File: src/rtl/wb_port_arbiter_pkg.sv
// Shared types and constants for the writeback port arbiter and its 3-way pickers.
package wb_port_arbiter_pkg;
  localparam int DATA_W = 16;
  localparam int REG_AW = 3;

  typedef enum logic [1:0] {
    WB_SRC_ALU  = 2'b00,
    WB_SRC_LOAD = 2'b01,
    WB_SRC_LINK = 2'b10,
    WB_SRC_NONE = 2'b11
  } wb_src_e;

  function automatic logic [1:0] rr_next(input logic [1:0] idx);
    return (idx >= 2'd2) ? 2'd0 : idx + 2'd1;
  endfunction
endpackage

File: src/rtl/wb_port_arbiter_rr_pick3.sv
// Combinational 3-way round-robin picker: first valid bit at or after ptr, wrapping 2->0.
module rr_pick3 (
  input  logic [2:0] valid,
  input  logic [1:0] ptr,
  output logic [2:0] grant,
  output logic [1:0] idx,
  output logic       any_grant
);
  always_comb begin
    grant     = '0;
    idx       = 2'b11;
    any_grant = 1'b0;
    for (int k = 0; k < 3; k++) begin
      int p;
      p = (int'(ptr) + k) % 3;
      if (!any_grant && valid[p]) begin
        grant[p]  = 1'b1;
        idx       = 2'(p);
        any_grant = 1'b1;
      end
    end
  end
endmodule

File: src/rtl/wb_port_arbiter.sv
// Register-file write port arbiter: round-robin over ALU/load/link, one-deep writeback stage,
// saturating contention counter.
module wb_port_arbiter #(
  parameter int DATA_W = wb_port_arbiter_pkg::DATA_W,
  parameter int REG_AW = wb_port_arbiter_pkg::REG_AW,
  parameter int CNT_W  = 16
) (
  input  logic              clk,
  input  logic              rst_n,
  input  logic [2:0]        req_valid,
  output logic [2:0]        req_ready,
  input  logic [DATA_W-1:0] req0_data,
  input  logic [DATA_W-1:0] req1_data,
  input  logic [DATA_W-1:0] req2_data,
  input  logic [REG_AW-1:0] req0_rd,
  input  logic [REG_AW-1:0] req1_rd,
  input  logic [REG_AW-1:0] req2_rd,
  input  logic              wb_stall,
  output logic [1:0]        mux_sel,
  output logic              wb_we,
  output logic [REG_AW-1:0] wb_addr,
  output logic [DATA_W-1:0] wb_data,
  input  logic              cnt_clr,
  output logic [CNT_W-1:0]  conflict_cnt
);
  import wb_port_arbiter_pkg::*;

  logic [1:0]        rr_ptr;
  logic [2:0]        grant;
  logic [1:0]        idx;
  logic              any_grant;
  logic              xfer;
  wb_src_e           src;
  logic [DATA_W-1:0] sel_data;
  logic [REG_AW-1:0] sel_rd;

  rr_pick3 u_pick (
    .valid     (req_valid),
    .ptr       (rr_ptr),
    .grant     (grant),
    .idx       (idx),
    .any_grant (any_grant)
  );

  // Select tracks the grant even under stall so the mux settles early.
  assign src       = (rst_n && any_grant) ? wb_src_e'(idx) : WB_SRC_NONE;
  assign mux_sel   = src;
  assign req_ready = (rst_n && !wb_stall) ? grant : 3'b000;
  assign xfer      = |(req_valid & req_ready);

  always_comb begin
    sel_data = '0;
    sel_rd   = '0;
    case (src)
      WB_SRC_ALU:  begin sel_data = req0_data; sel_rd = req0_rd; end
      WB_SRC_LOAD: begin sel_data = req1_data; sel_rd = req1_rd; end
      WB_SRC_LINK: begin sel_data = req2_data; sel_rd = req2_rd; end
      default:     begin sel_data = '0;        sel_rd = '0;      end
    endcase
  end

  always_ff @(posedge clk) begin
    if (!rst_n) begin
      rr_ptr  <= 2'd0;
      wb_we   <= 1'b0;
      wb_addr <= '0;
      wb_data <= '0;
    end else if (!wb_stall) begin
      if (xfer) begin
        rr_ptr  <= rr_next(idx);
        wb_we   <= (sel_rd != '0);
        wb_addr <= sel_rd;
        wb_data <= sel_data;
      end else begin
        wb_we   <= 1'b0;
      end
    end
  end

  always_ff @(posedge clk) begin
    if (!rst_n || cnt_clr) begin
      conflict_cnt <= '0;
    end else if ($countones(req_valid) >= 2 && !(&conflict_cnt)) begin
      conflict_cnt <= conflict_cnt + 1'b1;
    end
  end
endmodule
File: config.mk
export PLATFORM = sky130hd
export DESIGN_NAME = wb_port_arbiter
export DESIGN_NICKNAME = d
export VERILOG_FILES = /design/src/rtl/wb_port_arbiter_pkg.sv /design/src/rtl/wb_port_arbiter_rr_pick3.sv /design/src/rtl/wb_port_arbiter.sv
export SDC_FILE = /design/constraint.sdc
export NUM_CORES = 1
export LEC_CHECK = 0
export ABC_AREA = 0
export CAP_MARGIN = 20
export CORE_MARGIN = 2
export CORE_UTILIZATION = 49
export CTS_BUF_LIST = sky130_fd_sc_hd__clkbuf_8
export DETAILED_ROUTE_END_ITERATION = 8
export HOLD_SLACK_MARGIN = 0.03
export PLACE_DENSITY = 0.88
export SLEW_MARGIN = 5
export SYNTH_ARGS = -nofsm -noshare
export SYNTH_HDL_FRONTEND = slang
export SYNTH_SLANG_ARGS = --single-unit
File: constraint.sdc
create_clock -name clk -period 7.9 [get_ports clk]
set_clock_uncertainty 0.2 [all_clocks]
set_input_delay 1.185 -clock clk [delete_from_list [all_inputs] [get_ports clk]]
set_output_delay 1.185 -clock clk [all_outputs]
set_load 0.05 [all_outputs]
== Yosys cells after proc, flatten, opt, wreduce, memory -nomap -nowiden ==
Index checks and enable logic that the tools add are counted.

* Add/sub/neg operators: 6
* Divide/modulo/power cells: 3
* $mul: 0
* Reductions and logical operators: 19
* Order comparisons: 8
* Bitwise gates (word level): 4
* Shift-type cells: 0
* Multiplexer cells: 30
* Equal/unequal tests: 2

{| class="wikitable"
|+ Operators by type and width
! kind !! count
|-
| $ge 32x1->1 const B || 3
|-
| $lt 32x4->1 const B || 3
|-
| $mod 32x3->32 const B || 2
|-
| $pmux 16 s3 || 1
|-
| $mod 3x3->32 const B || 1
|-
| $add 16x1->16 const B || 1
|-
| $reduce_and 16->1 || 1
|-
| $mux 1 || 13
|-
| $mux 3 || 4
|-
| $mux 2 || 5
|-
| $pmux 3 s3 || 1
|-
| $logic_and 1x1->1 || 8
|-
| $bmux 1 s2 || 3
|-
| $demux 1 s2 || 3
|-
| $or 3x3->3 || 2
|-
| $logic_not 1->1 || 5
|-
| $add 2x1->3 || 1
|-
| $add 2x1->3 const B || 1
|-
| $add 2x2->3 const B || 1
|-
| $and 3x3->3 || 1
|-
| $ge 3x2->1 const B || 1
|-
| $reduce_bool 3->1 || 1
|-
| $reduce_or 3->1 || 1
|-
| $add 1x1->2 || 1
|-
| other kinds (8) || 8
|}

* Input bits: 64
* Memory bits (read-only): 0
* Bits in latches: 0
* Memory bits (writable): 0
* Memories kept: 0
* Output and inout bits: 41
* Register bits: 38
* Word-level logic and storage cells: 77

== Longest topological paths before layout ==
* Depth after elaboration: 17
* Depth in mapped cells: 11
* Gate-level depth less buffers: 8

== Cells and area by module ==
From an unflattened synthesis, not the netlist that was laid out.

* Cell total of the unflattened synthesis: 301
* Area total of the unflattened synthesis: 2,597.5 um^2

{| class="wikitable"
|+ By module, submodules not included
! module !! times used !! area each (um^2) !! seq. area each (um^2) !! cells an instance
|-
| wb_port_arbiter || 1 || 2,242.2 || 760.7 || 248
|-
| rr_pick3 || 1 || 355.3 || 0.0 || 53
|}

== Worst setup path before layout ==
No wires, ideal clock.

* Path kind: input port to output port
* From: in req_valid[2]
* To: out req_ready[1]
* Arrival: 2,845 ps
* Slack: 3,670 ps
* Required time: 6,515 ps
* Buffers on the path: 1
* Stages: 5
* Path through: buf_2 inv_1 a31o_2 or3b_2 a21oi_1

* Word-level cells in the longest chain between the ends: 11
* Elaborated cells on any way between the ends: 21
* Classes of those cells: mux (15); bitwise (2); reduce/logical (4)

{| class="wikitable"
|+ RTL lines
! item !! RTL line !! text
|-
| from (decl) || wb_port_arbiter.sv:10 || <nowiki>input logic [2:0] req_valid,</nowiki>
|-
| $bmux 1 s2 || wb_port_arbiter_rr_pick3.sv:16 || <nowiki>if (!any_grant && valid[p]) begin</nowiki>
|-
| $mux 1 (not written as such) (2 in series) || wb_port_arbiter_rr_pick3.sv:16 ||
|-
| $mux 1 || wb_port_arbiter_rr_pick3.sv:16 ||
|-
| $logic_not 1->1 || wb_port_arbiter_rr_pick3.sv:16 ||
|-
| $logic_and 1x1->1 || wb_port_arbiter_rr_pick3.sv:16 ||
|-
| $mux 1 || wb_port_arbiter_rr_pick3.sv:16 ||
|-
| $logic_not 1->1 || wb_port_arbiter_rr_pick3.sv:16 ||
|-
| $logic_and 1x1->1 || wb_port_arbiter_rr_pick3.sv:16 ||
|-
| $mux 3 (*) || wb_port_arbiter_rr_pick3.sv:16 ||
|-
| $mux 3 (*) || wb_port_arbiter.sv:48 || <nowiki>assign req_ready = (rst_n && !wb_stall) ? grant : 3'b000;</nowiki>
|-
| to (decl) || wb_port_arbiter.sv:11 || <nowiki>output logic [2:0] req_ready,</nowiki>
|}

Every way passes the cells marked *; elsewhere a longest branch is shown, timed or not. The select of a mux whose other input is x is not followed.

== Worst setup path after layout ==
* From: in req_valid[1]
* To: out mux_sel[1]

* Word-level cells in the longest chain between the ends: 12
* Elaborated cells on any way between the ends: 21
* Classes of those cells: mux (16); reduce/logical (5)

{| class="wikitable"
|+ RTL lines
! item !! RTL line !! text
|-
| $bmux 1 s2 || wb_port_arbiter_rr_pick3.sv:16 ||
|-
| $mux 1 (not written as such) (2 in series) || wb_port_arbiter_rr_pick3.sv:16 ||
|-
| $mux 1 || wb_port_arbiter_rr_pick3.sv:16 ||
|-
| $logic_not 1->1 || wb_port_arbiter_rr_pick3.sv:16 ||
|-
| $logic_and 1x1->1 || wb_port_arbiter_rr_pick3.sv:16 ||
|-
| $mux 1 || wb_port_arbiter_rr_pick3.sv:16 ||
|-
| $logic_not 1->1 || wb_port_arbiter_rr_pick3.sv:16 ||
|-
| $logic_and 1x1->1 || wb_port_arbiter_rr_pick3.sv:16 ||
|-
| $mux 1 || wb_port_arbiter_rr_pick3.sv:16 ||
|-
| $logic_and 1x1->1 || wb_port_arbiter.sv:46 || <nowiki>assign src = (rst_n && any_grant) ? wb_src_e'(idx) : WB_SRC_NONE;</nowiki>
|-
| $mux 2 (*) || wb_port_arbiter.sv:46 ||
|-
| to (decl) || wb_port_arbiter.sv:19 || <nowiki>output logic [1:0] mux_sel,</nowiki>
|}

Marks and branches as above.

==> qor.txt <==
DRT Wirelength = 7.046 mm
Number of global-route vias before repair = 2499
Period minus WS final = 5.708 ns
Core ar. = 0.005172 mm²
Routability congestion estimate = 0.8475
Share of the synthesized area in the top cell type = 28.63%
Switching part of the total = 33.42%
Post-synth top cells = 38 x dfxtp_1, 28 x nand2_1, 22 x nor2_1
Worst-Skew Late Latency = 0.29 ns
Post-synth EDFFs = 0
Min-delay worst type = flop to flop
Worst R2R Start = rr_ptr[0]$_SDFFE_PN0P_
WL/cell = 15.19 µm
Post-Synthesis Cells = 300
ANT nets after route = 0
Fin area = 0.003841 mm²
Site Rows = 26
Finished Layout Cells = 464
Vias/cell = 5.662
Via count = 2627
Reg power frac = 31.5%
Setup_tns = 0 ns
R2R cell count = 8
Area after DPL = 0.003699 mm²
Startpoint Class = input port
DRC viols = 0
Worst Setup End Kind = primary output
# port buffers = 104
GR Util All Layers = 23.23%
Nets = 463
Synth area leaders = dfxtp_1 29%, mux2_2 7.2%, mux2i_1 7.2%
CTS H-tree depth = 2
Final design utilization = 74.26%
DRC marker count from the first detailed-route iteration = 175
Final setup viols = 0
Initial Util = 51.38%
Crit path DAT = 4.32 ns
Worst r2r dst = wb_data[1]$_SDFFE_PN0P_
Leak = 1.452 nW
Critical Path RT = 6.51 ns
CP bufs+invs = 2
Synth warnings = 0
Fmax = 175.2 MHz
Async SR Flop Fraction = 0%
Status = complete, no violations
Int Power = 453.3 µW
Hold Path Depth = 2
First-pass GRT wire length = 11.44 mm
Synthesized net count = 370
Maximum VDD drop = 0.1180 mV
Die area = 0.006029 mm²
PwrDens = 177.3 mW/mm²
Pre-antenna DRT Iters = 4
Register area share after synthesis = 28.63%
Total CTS buffers = 5
CTS max path bufs = 2
Top-count cell post-synth = dfxtp_1
CTS Hold Bufs = 0
Largest net degree at the start of global routing = 23
CP max stage delay = 0.94 ns
Min Hold Slack = 0.2603 ns
Delay-heaviest family, CP = buffers and inverters
# resized after CTS = 0
Hold endpoint = wb_data[1]$_SDFFE_PN0P_
# clock sinks = 38
Crit path cell chain = clkdlybuf4s50_1 > mux2i_1 > o2bb2ai_2 > o31ai_4 > or2_2 > clkdlybuf4s50_1
Die X = 77.65 µm
Total power = 680.9 µW
Dpl cells = 456
Dpl ws = 2.225 ns
CP max stage cell = o31ai_4
Worst-path clk slew = 0.08 ns
Post-DP HPWL = 5.252 mm
Die H = 77.65 µm
Worst setup margin = 2.192 ns
Grt ovf = 0
R2R Setup Slk = 4.33 ns
Unique masters post-synth = 61
Root buf cell = clkbuf_8
Sw Pwr = 227.5 µW
Worst slew margin = 28.70%
Synth area leader = dfxtp_1
Final max-slew violation count = 0
Ant. Diodes = 0
RSZ-0062 raised after global routing = no
Share of cells above drive strength 1 = 11.68%
Prevailing post-synth register cell = dfxtp_1
Antenna violations before repair = 0
Combinational group share of total power = 38.7%
Period utilization = 72.25%
Slew of the pin with the lowest slew margin = 1.070 ns
CP Max Fanout = 22
Min-Delay Startpoint = wb_data[1]$_SDFFE_PN0P_
Crit-path most repeated cell = clkdlybuf4s50_1
Synth Cell Area = 0.002658 mm²
# Post-CTS Setup Buffers = 0
Kind of critical path = input port to primary output
Max Cap Viol = 0
IO Count = 105
Clock power share = 29.8%
Syn avg cell area = 8.858 µm²
TritonCTS clock tree = built
Synth-to-layout area growth = 44.54%
Final hold vios = 0
Flops & latches, synth = 38
[metal layers]
layer	share of wire, %	wire length, µm	GRT usage [%]
met5	0	0	0
met4	1.8	125	7.143
met3	9.0	632	8.837
met2	49	3483	39.31
met1	40	2805	27.04
[worst min-delay path: stages, from the launching register on]
cell,delay (ns)
dfxtp_1,0.31
nand2_1,0.05
mux2i_1,0.05
[area by class of cell]
cell class                      instances  area (µm²)
Inverter                                8       30.03
Clock inverter                          2       60.06
Fill cell                             374        1331
Tap cell                               70       87.58
Clock buffer                            6       82.58
Multi-Input combinational cell        235        1772
Sequential cell                        38       760.7
Timing Repair Buffer                  105        1049
[cell usage in the layout (no fill, tap or decap), drive strengths merged, types with 2 or more instances in the layout]
cell type      Yosys  layout
a311oi             4       4
dfxtp             38      38
o32ai              3       3
and3               6       6
xor2              12      12
inv                8       8
ha                 6       6
clkbuf             6       6
mux2i             21      21
o311ai             3       3
a22oi             17      17
xnor2              2       2
a41oi              2       2
nor2b              9       9
and2               3       3
a21oi             10      10
a21boi             2       2
o21a               2       2
nand2             28      28
o31ai              4       4
o21ai              4       4
a41o               2       2
nor2              23      23
o221a              2       2
nand2b             7       7
o31a               2       2
nand3             10      10
mux2              17      17
bufinv             0       2
nor4b              3       3
nor3               2       2
clkdlybuf4s50      0     104
nand4             12      12
[registers in the layout (all words and copies together) (netlist names)]
signal / count
conflict_cnt: 16
rr_ptr: 2
wb_addr: 3
wb_data: 16
wb_we: 1
[power by group through the flow]
stage / Clock, mW / Sequential, mW / Combinational [mW]
CTS: 0.207 / 0.214 / 0.263
detailed placement: 0 / 0.218 / 0.262
floorplan: 0 / 0.266 / 0.130
finish: 0.203 / 0.214 / 0.264
global route: 0.215 / 0.216 / 0.281
global placement: 0 / 0.218 / 0.258
[kinds of logic after synthesis]
| group | after synthesis | synth area share (%) |
|---|---|---|
| simple gates | 110 | 22.60 |
| compound gates | 67 | 20.57 |
| mux | 38 | 15.72 |
| flops | 38 | 28.63 |
| buf+inv | 27 | 5.037 |
| xor+xnor | 14 | 4.614 |
| fa+ha+maj | 6 | 2.825 |
[how the worst max path moves through the flow]
stage	from	end	cells after the start
global route	req_valid[1]	mux_sel[1]	6
detailed placement	req_valid[1]	mux_sel[1]	6
finish	req_valid[1]	mux_sel[1]	6
global placement	req_valid[1]	mux_sel[1]	6
CTS	req_valid[1]	mux_sel[1]	6
floorplan	req_valid[2]	req_ready[1]	5
Note: power is estimated with default switching activity, not from simulation.
